`config.mk`:
```
export PLATFORM = sky130hd
export DESIGN_NAME = dmem_arbiter
export DESIGN_NICKNAME = d
export VERILOG_FILES = /design/src/rtl/dmem_arb_pkg.sv /design/src/rtl/dmem_rd_tracker.sv /design/src/rtl/dmem_arbiter.sv
export SDC_FILE = /design/constraint.sdc
export NUM_CORES = 1
export LEC_CHECK = 0
export CAP_MARGIN = 25
export CORE_MARGIN = 4
export CORE_UTILIZATION = 18
export CTS_BUF_LIST = sky130_fd_sc_hd__clkbuf_2 sky130_fd_sc_hd__clkbuf_4 sky130_fd_sc_hd__clkbuf_8
export DETAILED_ROUTE_END_ITERATION = 6
export MAX_ROUTING_LAYER = met4
export PLACE_DENSITY = 0.85
export REMOVE_ABC_BUFFERS = 1
export SYNTH_ARGS = -nofsm -noshare
export SYNTH_HDL_FRONTEND = slang
export SYNTH_SLANG_ARGS = --single-unit
```
`constraint.sdc`:
```
create_clock -name clk -period 1.4 [get_ports clk]
set_input_delay 0.28 -clock clk [delete_from_list [all_inputs] [get_ports clk]]
set_output_delay 0.28 -clock clk [all_outputs]
set_load 0.01 [all_outputs]
```
`src/rtl/dmem_arb_pkg.sv`:
```
// Shared types for the data-memory arbiter: FSM state encoding and read-owner tags.
package dmem_arb_pkg;

  typedef enum logic {
    ARB   = 1'b0,
    DLOCK = 1'b1
  } arb_state_t;

  localparam logic OWN_CORE = 1'b0;
  localparam logic OWN_DBG  = 1'b1;

endpackage

```
`src/rtl/dmem_rd_tracker.sv`:
```
// Remembers who issued the last memory read and steers the returning data
// to that port one cycle later.
module dmem_rd_tracker
  import dmem_arb_pkg::*;
#(
  parameter int DATA_W = 32
) (
  input  logic              clk,
  input  logic              reset,
  input  logic              rd_issue,
  input  logic              rd_owner,
  input  logic [DATA_W-1:0] mem_rd_data,
  output logic              c_rvalid,
  output logic [DATA_W-1:0] c_rdata,
  output logic              d_rvalid,
  output logic [DATA_W-1:0] d_rdata
);

  logic pend_q, pend_d;
  logic owner_q, owner_d;

  always_comb begin
    pend_d  = rd_issue;
    owner_d = rd_issue ? rd_owner : owner_q;
  end

  always_ff @(posedge clk) begin
    if (reset) begin
      pend_q  <= 1'b0;
      owner_q <= OWN_CORE;
    end else begin
      pend_q  <= pend_d;
      owner_q <= owner_d;
    end
  end

  // A read pending across a reset edge is dropped: the return is masked while reset is high.
  always_comb begin
    c_rvalid = 1'b0;
    d_rvalid = 1'b0;
    c_rdata  = '0;
    d_rdata  = '0;
    if (pend_q && !reset) begin
      if (owner_q == OWN_CORE) begin
        c_rvalid = 1'b1;
        c_rdata  = mem_rd_data;
      end else begin
        d_rvalid = 1'b1;
        d_rdata  = mem_rd_data;
      end
    end
  end

endmodule

```
`src/rtl/dmem_arbiter.sv`:
```
// Shares the single-port data memory between the core (fixed priority) and a
// debug/loader port with bounded wait and an optional burst lock.
module dmem_arbiter
  import dmem_arb_pkg::*;
#(
  parameter int DATA_W   = 32,
  parameter int ADDR_W   = 9,
  parameter int MAX_WAIT = 4
) (
  input  logic              clk,
  input  logic              reset,
  input  logic              c_req,
  input  logic              c_we,
  input  logic [ADDR_W-1:0] c_addr,
  input  logic [DATA_W-1:0] c_wdata,
  output logic              c_gnt,
  output logic              c_rvalid,
  output logic [DATA_W-1:0] c_rdata,
  output logic              core_stall,
  input  logic              d_req,
  input  logic              d_we,
  input  logic              d_lock,
  input  logic [ADDR_W-1:0] d_addr,
  input  logic [DATA_W-1:0] d_wdata,
  output logic              d_gnt,
  output logic              d_rvalid,
  output logic [DATA_W-1:0] d_rdata,
  output logic              mem_wr,
  output logic              mem_rd,
  output logic [ADDR_W-1:0] mem_addr,
  output logic [DATA_W-1:0] mem_wr_data,
  input  logic [DATA_W-1:0] mem_rd_data
);

  localparam logic [3:0] MAX_WAIT_C = 4'(MAX_WAIT);

  arb_state_t state_q, state_d;
  logic [3:0] wait_cnt_q, wait_cnt_d;
  logic       lock_hold;

  always_ff @(posedge clk) begin
    if (reset) begin
      state_q    <= ARB;
      wait_cnt_q <= '0;
    end else begin
      state_q    <= state_d;
      wait_cnt_q <= wait_cnt_d;
    end
  end

  // The lock only holds while d_lock stays high; the cycle it drops is arbitrated normally.
  always_comb begin
    c_gnt      = 1'b0;
    d_gnt      = 1'b0;
    wait_cnt_d = wait_cnt_q;
    lock_hold  = (state_q == DLOCK) && d_lock;

    if (!reset) begin
      if (lock_hold) begin
        d_gnt = d_req;
      end else if (c_req && d_req) begin
        if (wait_cnt_q >= MAX_WAIT_C) d_gnt = 1'b1;
        else                          c_gnt = 1'b1;
      end else begin
        c_gnt = c_req;
        d_gnt = d_req;
      end
    end

    state_d = ((d_gnt && d_lock) || lock_hold) ? DLOCK : ARB;

    if (!d_req || d_gnt) begin
      wait_cnt_d = '0;
    end else if (c_gnt && (wait_cnt_q < MAX_WAIT_C)) begin
      wait_cnt_d = wait_cnt_q + 4'd1;
    end
  end

  assign core_stall = c_req && !c_gnt && !reset;

  always_comb begin
    mem_wr      = 1'b0;
    mem_rd      = 1'b0;
    mem_addr    = '0;
    mem_wr_data = '0;
    if (c_gnt) begin
      mem_wr      = c_we;
      mem_rd      = !c_we;
      mem_addr    = c_addr;
      mem_wr_data = c_wdata;
    end else if (d_gnt) begin
      mem_wr      = d_we;
      mem_rd      = !d_we;
      mem_addr    = d_addr;
      mem_wr_data = d_wdata;
    end
  end

  dmem_rd_tracker #(
    .DATA_W(DATA_W)
  ) u_rd_tracker (
    .clk        (clk),
    .reset      (reset),
    .rd_issue   (mem_rd),
    .rd_owner   (d_gnt ? OWN_DBG : OWN_CORE),
    .mem_rd_data(mem_rd_data),
    .c_rvalid   (c_rvalid),
    .c_rdata    (c_rdata),
    .d_rvalid   (d_rvalid),
    .d_rdata    (d_rdata)
  );

endmodule

```
Word-level counts from Yosys, hierarchy flattened
Index checks and enable logic that the tools add are counted.
Operators by class
  add/sub/neg operators: 1
  $lt $le $gt $ge: 2
  multiplexer cells: 26
  reductions and logical operators: 15
Operators with widths (number)
  $mux 32: 6
  $mux 1: 18
  $mux 9: 2
  $logic_and 1x1->1: 7
  $logic_not 1->1: 5
  $add 4x1->4 const B: 1
  $ge 4x3->1 const B: 1
  $lt 4x3->1 const B: 1
  $logic_or 1x1->1: 2
  $reduce_or 2->1: 1
Word-level totals
  bits in registers: 7
  input bits: 121
  output and inout bits: 112

Logic depth before layout (Yosys ltp)
Gate-level depths: netlist of the first run.
  word-level depth: 8
  gate-level depth with buffers: 5
  mapped depth without buffers: 3

Modules after synthesis
A second synthesis of the first run with hierarchy kept.
Unflattened totals
  cell total of the unflattened synthesis: 190
  area, all modules: 1614.0 um^2
By module, submodules not included
  dmem_rd_tracker: times used 1, cells each 115, area an instance 885.8 um^2, sequential area each 40.0 um^2
  dmem_arbiter: times used 1, cells each 75, area an instance 728.2 um^2, sequential area each 100.1 um^2

Worst setup path before layout of the first run
Ideal clock, no wire load.
  kind: register to output
  from: reg state_q
  to: out mem_addr[0]
  arrival: 1.253 ns
  required time: 1.120 ns
  setup slack: -0.133 ns
  stages on the path, launching flop included: 5
  cell sequence: dfxtp_1 > a211oi_2 > a211oi_4 > buf_6 > a22o_1
On the way
  longest elaborated chain between the ends: 5
  elaborated cells between the ends (all ways): 7
Ends and longest elaborated chain
  start, declared: line dmem_arbiter.sv:37  | arb_state_t state_q, state_d;
  start signal, assigned: line dmem_arbiter.sv:46  | state_q <= state_d;
  $logic_and 1x1->1 (*): line dmem_arbiter.sv:56  | lock_hold = (state_q == DLOCK) && d_lock;
  $mux 1: line dmem_arbiter.sv:59  | if (lock_hold) begin
  $mux 1: line dmem_arbiter.sv:58  | if (!reset) begin
  $mux 9: line dmem_arbiter.sv:91  | end else if (d_gnt) begin
  $mux 9 (*): line dmem_arbiter.sv:86  | if (c_gnt) begin
  end, declared: line dmem_arbiter.sv:30  | output logic [ADDR_W-1:0] mem_addr,
Every way passes the cells marked *; elsewhere a longest branch is shown, timed or not.

Final worst setup path of the first run
  from: reg wait_cnt_q[3]
  to: out mem_wr_data[15]
On the way
  longest elaborated chain between the ends: 7
  elaborated cells between the ends (all ways): 11
Ends and longest elaborated chain
  start, declared: line dmem_arbiter.sv:38  | logic [3:0] wait_cnt_q, wait_cnt_d;
  start signal, assigned: line dmem_arbiter.sv:47  | wait_cnt_q <= wait_cnt_d;
  $ge 4x3->1 (*): line dmem_arbiter.sv:62  | if (wait_cnt_q >= MAX_WAIT_C) d_gnt = 1'b1;
  $mux 1: line dmem_arbiter.sv:62
  $mux 1: line dmem_arbiter.sv:61  | end else if (c_req && d_req) begin
  $mux 1: line dmem_arbiter.sv:59
  $mux 1: line dmem_arbiter.sv:58
  $mux 32: line dmem_arbiter.sv:91
  $mux 32 (*): line dmem_arbiter.sv:86
  end, declared: line dmem_arbiter.sv:31  | output logic [DATA_W-1:0] mem_wr_data,
Marked as above.

==> results.cfg, run 1 <==
[outcome]
status = complete, but fails checks
violations = setup timing

[pwr]
p_sw_frac = 0.300
p_clk_frac = 0.181
power_frac_seq = 0.125
p_sw_mw = 0.519
intPower_mw = 1.21
p_per_area_nw_per_um2 = 363
finalPower_mw = 1.73
vdd_drop_max_mv = 0.289
p_comb_frac = 0.695
p_leak_nw = 2.26

[synthesis]
synth_ff_type = dfxtp_1
yosysSeqAreaShare = 0.116
syn_area_um2 = 1200
synthDistinctLibCells = 25
async_flop_share = 0
synthCells = 153
synth_edf_count = 0
ys_warn_count = 0
synth_area_per_cell_um2 = 7.88
ys_ff_latch = 7

[sta]
rsz0062_at_grt = yes
slew_violations = 0
final.setup.worst_slack_ns = -0.622
setup_viol = 114
fin_crit_sh = 1.44
fin_setup_tns_ns = -36.89
fmax_ghz = 0.495
min_period_ns = 2.02
clock_skew_ns = 0.00316
whs_ns = 0.428
finalHoldViolations = 0

[clocking]
cts_max_level = 1
clock_sinks = 7
cts_hold_buf = 0
clk_latency_ns = 0.23
clockBufferDepth = 2
cts_root_buffer = clkbuf_8
numCtsBuffers = 3
clk_pin_slew_ns = 0.04
cts_tree = built

[job]
drv_cap = 0

[die]
pin_count = 233
die_area_um2 = 8070
start_util = 0.188
floorplan.die.height_um = 89.8
die_w_um = 89.8
core_um2 = 6420
rows = 29

[worst_hold_path]
hold_class = reg2reg
worstHoldPathCells = 1

[route]
wire_per_inst_um = 22.4
postRouteAntennaNets = 0
vias = 2469
drt-initial-drc-count = 64
drc_errors = 0
routed_via_density = 4.83
firstDrtPassIters = 4
finalWirelength_um = 11500

[worst_setup_path]
reg2reg_depth = 7
crit_type = reg2out
path_max_fanout = 8
path_common_cell = buf_6
path_cells = a211oi_4, a211oi_4, buf_6, buf_12, buf_6, a22o_1, buf_6
end_kind = output port
cp_slowest_stage_delay_ns = 0.35
slowest_stage = dfxtp_4
critPathArrivalTime_ns = 1.74
worstPathRequired_ns = 1.12
start_kind = flop

[global_routing]
grt_pass1_vias = 2748
overflow = 0
antenna_found_initial = 0
track_usage = 0.258
grt_max_degree = 12
grt_pass1_wl_um = 15700

[finish]
final_cell_mix = clkdlybuf4s50_1, buf_6, and2_4, a22o_1, buf_2
drive_above_1_share = 0.624
final_core_util = 0.740
final_cell_count_no_fill = 511
nets = 557
design_area_um2 = 4750
antenna_cells = 0
syn_to_final_growth_pct = 294
final_common_cell = clkdlybuf4s50_1

[place]
gp_congestion = 0.845
dp_slack_ns = -1.11
dpl.cell_count = 463
dpl.hpwl_um = 7220
placed_area_um2 = 3700
port_buffers = 232
-- power groups by stage --
stage	clock network, mW	logic, mW	registers, mW
floorplan	0	0.235	0.215
global placement	0	0.902	0.216
detailed placement	0	0.916	0.216
CTS	0.320	1.12	0.217
global route	0.331	1.25	0.217
finish	0.312	1.20	0.215
-- flip-flops by register name, indices dropped and copies added (netlist names) --
name and flops:
wait_cnt_q 4, u_rd_tracker.pend_q 1, u_rd_tracker.owner_q 1, state_q 1
-- cells in the mapped netlist (all sizes together) (2+ instances only) --
library cell,instances,area [µm²]
a211oi,2,32.5
a22o,44,403
and2,65,407
and3,3,20.0
buf,9,72.6
clkbuf,6,22.5
dfxtp,7,140
inv,4,15.0
nor2b,3,21.3
-- final cells by class --
| type | count | area [µm²] |
|---|---|---|
| Sequential cell | 7 | 154 |
| Inverter | 4 | 17.5 |
| Fill cell | 452 | 1670 |
| Multi-Input combinational cell | 127 | 1240 |
| Timing Repair Buffer | 292 | 3190 |
| Clock buffer | 4 | 48.8 |
| Tap cell | 77 | 96.3 |
-- kinds of logic (layout without fill, tap and decap cells) --
kind of cell | Yosys count | after routing | share of synthesized area
and+or+nand+nor | 74 | 74 | 0.386
AOI/OAI and AO/OA | 51 | 51 | 0.393
buffers and inverters | 19 | 300 | 0.0914
DFF | 7 | 7 | 0.116
adders and majority gates | 1 | 1 | 0.0104
other | 1 | 1 | 0.00311
-- worst paths after layout --
kind	slack [ns]	end	from
setup / recovery	-0.62	mem_wr_data[15]	wait_cnt_q[3]
hold / removal	0.43	wait_cnt_q[0]	wait_cnt_q[0]
setup reg to reg	-0.19	u_rd_tracker.pend_q	wait_cnt_q[3]
hold reg to reg	0.43	wait_cnt_q[0]	wait_cnt_q[0]
-- worst max-delay path, delay by kind of cell (launching register included) --
kind / cells / cell delay (ns)
flops: 1 / 0.35
compound gates: 3 / 0.61
buf+inv: 4 / 0.54
-- per-layer routing --
metal	vias to the layer above	GRT usage	share of wire
met5	-	-	0
met2	183	0.514	0.55
li1	1111	-	-
met3	31	0.0659	0.074
met1	1144	0.229	0.34
met4	0	0.106	0.040
-- timing repair --
item | CTS | global route
gates resized for setup | 571 | 126
pin swaps | 40 | 53
gates cloned | 16 | 0
setup endpoints to repair | 115 | 114
buffers inserted | 28 | 8
(Power assumes the default switching activity.)
==> run 2: changes to the inputs <==
PLACE_DENSITY = 0.86   (was 0.85)
==> results.cfg, run 2 (synthesized netlist as in run 1, its figures left out) <==
[outcome]
status = complete, but fails checks
violations = setup timing

[place]
port_buffers = 232
placed_area_um2 = 3700
dpl.hpwl_um = 7150
gp_congestion = 0.882

[finish]
final_common_cell = clkdlybuf4s50_1
syn_to_final_growth_pct = 273
nets = 547
fillers = 461
top_register = wait_cnt_q
drive_above_1_share = 0.604
largest_reg_flops = 4
design_area_um2 = 4500
antenna_cells = 0
final_cell_mix = clkdlybuf4s50_1, buf_6, and2_4, buf_2, a22o_1

[worst_setup_path]
critPathArrivalTime_ns = 1.70
crit_type = reg2out
reg2reg_setup_slack_ns = 0.03
worstPathRequired_ns = 1.12
start_kind = flop
r2r_end = u_rd_tracker.pend_q
path_max_fanout = 5
reg2reg_depth = 7
r2r_start = state_q
end_kind = output port

[sta]
finalHoldViolations = 0
fmax_ghz = 0.506
slew_violations = 0
rsz0062_at_grt = yes
fin_crit_sh = 1.41
min_period_ns = 1.98
clock_skew_ns = 0.00227
final.setup.worst_slack_ns = -0.575
setup_viol = 112

[pwr]
p_leak_nw = 2.16
finalPower_mw = 1.61
vdd_drop_max_mv = 0.286
p_per_area_nw_per_um2 = 359

[route]
wire_per_inst_um = 21.4
drt-initial-drc-count = 52
routed_via_density = 4.80
finalWirelength_um = 10700
drc_errors = 0
vias = 2407
firstDrtPassIters = 4
postRouteAntennaNets = 0

[worst_hold_path]
hold_class = in2reg
worstHoldPathCells = 2
hp-start = d_lock
hold_end = state_q

[global_routing]
overflow = 0
grtUsageMet3 = 0.0534
antenna_found_initial = 0
grt_pass1_wl_um = 14700
gr-usage-met2 = 0.497
grt_max_degree = 22
met1_usage = 0.218
busiest_layer = met2
grt_pass1_vias = 2575
track_usage = 0.240

[clocking]
clock_sinks = 7
cts_tree = built
clk_latency_ns = 0.23
clk_pin_slew_ns = 0.04
clockBufferDepth = 2
numCtsBuffers = 3
cts_root_buffer = clkbuf_8
cts_hold_buf = 0
cts_max_level = 1

[die]
die_area_um2 = 8070
rows = 29
start_util = 0.188
core_um2 = 6420
die_w_um = 89.8
floorplan.die.height_um = 89.8
pin_count = 233

[job]
drv_cap = 0
run 2: routing by layer:
layer	vias to the layer above	share of wire
li1	1099	-
met1	1120	0.34
met2	172	0.57
met3	16	0.077
met4	0	0.019
met5	-	0
run 2: how the worst max path moves through the flow:
stage / start / end / slack, ns
4_1_cts: state_q / mem_wr_data[21] / -0.62
5_1_grt: state_q / mem_wr_data[21] / -0.62
6_report: state_q / mem_wr_data[21] / -0.58
2_1_floorplan: u_rd_tracker.owner_q / c_rdata[0] / -0.87
3_3_place_gp: d_lock / mem_wr_data[21] / -1.07
3_5_place_dp: d_lock / mem_wr_data[21] / -1.13
run 2: report_power, final:
group | leakage, nW | switching [mW] | internal, mW
registers | 0.0590 | 0.00760 | 0.210
clock network | 0.0255 | 0.0934 | 0.193
logic | 2.08 | 0.388 | 0.723
run 2: timing repair:
| action | in CTS | in global routing |
|---|---|---|
| endpoints found under the setup margin | 118 | 113 |
| gates resized for setup | 574 | 99 |
| pin swaps | 47 | 36 |
| cloned | 14 | 3 |
| setup buffers | 19 | 14 |
run 2: cell type report:
type	count	area [µm²]	area share
inverter	4	15.0	0.00334
sequential	7	146	0.0326
timing repair buffer	282	2970	0.660
clock buffer	3	41.3	0.00918
tap	77	96.3	0.0214
multi-input combinational	127	1230	0.273
clock inverter	1	5.00	0.00111
run 2: through the flow:
stage	utilization	instances	setup WS (ns)	hold WS [ns]	setup TNS (ns)
6_report	0.700	501	-0.575	0.349	-37.74
5_1_grt	0.700	501	-0.624	0.351	-42.96
4_1_cts	0.658	499	-0.616	0.423	-41.94
3_5_place_dp	0.575	462	-1.13	0.416	-109.49
3_3_place_gp	0.575	462	-1.07	0.408	-104.33
2_1_floorplan	-	138	-0.874	0.398	-61.42
run 2: critical path, cell delays in order, from the launching register on:
cell and delay, ns:
dfxtp_2 0.33, a211oi_4 0.26, a211oi_4 0.10, buf_6 0.14, buf_6 0.13, buf_16 0.13, a22o_1 0.23, buf_6 0.13
==> run 3: changes to the inputs <==
CORE_ASPECT_RATIO = 0.75   (was default)
==> results.cfg, run 3 (synthesized netlist as in run 1, its figures left out) <==
[outcome]
status = complete, but fails checks
violations = setup timing

[route]
routed_via_density = 4.65
drc_errors = 0
postRouteAntennaNets = 0
vias = 2453
wire_per_inst_um = 20.1
drt-initial-drc-count = 46
firstDrtPassIters = 4
finalWirelength_um = 10600

[worst_setup_path]
critPathArrivalTime_ns = 1.71
r2r_start = wait_cnt_q[3]
path_max_fanout = 4
slowest_stage = dfxtp_2
cp_slowest_stage_delay_ns = 0.33
cp-startpoint = wait_cnt_q[3]
critPathTopFamily = compound AO/OA/AOI/OAI gates
path_buf_inv = 4
worstPathRequired_ns = 1.12
crit_type = reg2out
path_cells = a211oi_4, a211oi_4, buf_4, buf_6, buf_6, a22o_1, buf_2
start_kind = flop
end_kind = output port

[die]
core_um2 = 6410
floorplan.die.height_um = 78.9
pin_count = 233
rows = 25
die_area_um2 = 8080
die_w_um = 102
start_util = 0.188

[sta]
clock_skew_ns = 0.00224
finalHoldViolations = 0
rsz0062_at_grt = yes
final.setup.worst_slack_ns = -0.593
setup_viol = 114
whs_ns = 0.341
fmax_ghz = 0.502
slew_violations = 0
fin_crit_sh = 1.42
min_period_ns = 1.99

[clocking]
numCtsBuffers = 3
clockBufferDepth = 2
cts_tree = built
clk_latency_ns = 0.23
cts_root_buffer = clkbuf_8
clk_pin_slew_ns = 0.04
clock_sinks = 7
cts_max_level = 1
cts_hold_buf = 0

[worst_hold_path]
hp-start = d_lock
hold_class = in2reg

[finish]
fillers = 444
top_register = wait_cnt_q
syn_to_final_growth_pct = 295
regArea_um2 = 146
largest_reg_flops = 4
drive_above_1_share = 0.635
nets = 570
final_core_util = 0.742
final_cell_mix = buf_6, clkdlybuf4s50_1, and2_4, a22o_1, buf_2
antenna_cells = 0
final_common_cell = buf_6
multi_input_area_um2 = 1240

[job]
drv_cap = 0

[pwr]
p_per_area_nw_per_um2 = 351
vdd_drop_max_mv = 0.325
p_leak_nw = 2.29

[global_routing]
grt_max_degree = 26
overflow = 0
grt_pass1_vias = 2662
grt_pass1_wl_um = 14200
track_usage = 0.233
antenna_found_initial = 0

[place]
port_buffers = 232
dpl.hpwl_um = 6920
gp_congestion = 0.799
## run 3: cell types whose count changed in the layout (fill, tap and decap cells not counted), sizes merged
cell	before	now
buf	161	184
clkbuf	6	7
clkinv	1	0
## run 3: path summary, 6_finish.rpt
path                                       endpoint  slack [ns]  cells past startpoint
worst max register to register  u_rd_tracker.pend_q       -0.19                      7
worst max-delay path                mem_wr_data[10]       -0.59                      7
worst min register to register        wait_cnt_q[0]        0.42                      1
worst min-delay path                        state_q        0.34                      2
## run 3: metal layers
metal	wire length (µm)	track usage	part of all wire	up-vias
li1	-	-	-	1141
met1	3750	0.233	0.35	1146
met2	5700	0.454	0.54	146
met3	885	0.0395	0.083	20
met4	284	0.0721	0.027	0
met5	0	-	0	-
## run 3: report_power, final
| part | internal, mW | switching, mW | total, mW |
|---|---|---|---|
| Sequential | 0.210 | 0.00640 | 0.216 |
| Combinational | 0.759 | 0.396 | 1.15 |
| Clock | 0.216 | 0.0837 | 0.300 |
## run 3: final cells by class
cell class                 instances  area share
inverter                           4     0.00315
tap                               81      0.0213
multi-input combinational        127       0.261
timing repair buffer             305       0.674
sequential                         7      0.0308
clock buffer                       4      0.0103
## run 3: repair_timing
item,CTS,global route
pin swaps,61,36
setup buffers,45,11
resized for setup,610,107
setup endpoints to repair,116,114
gates cloned,14,1
## run 3: worst register-to-register path, cell delays in order (launching register included)
cell      delay, ns
dfxtp_2        0.33
a211oi_4       0.27
a211oi_4       0.13
buf_6          0.16
buf_12         0.13
buf_8          0.12
buf_6          0.11
a22o_4         0.23
## run 3: through the flow
stage / cells / setup WS [ns] / TNS, ns / total power, mW / area (µm²)
finish: 528 / -0.593 / -38.71 / 1.67 / 4760
global route: 528 / -0.651 / -44.38 / 1.75 / 4760
CTS: 530 / -0.712 / -47.43 / 1.59 / 4460
detailed placement: 467 / -1.09 / -110.97 / 1.12 / 3680
global placement: 467 / -1.06 / -108.16 / 1.10 / 3680
floorplan: 138 / -0.874 / -61.42 / 0.450 / 1110
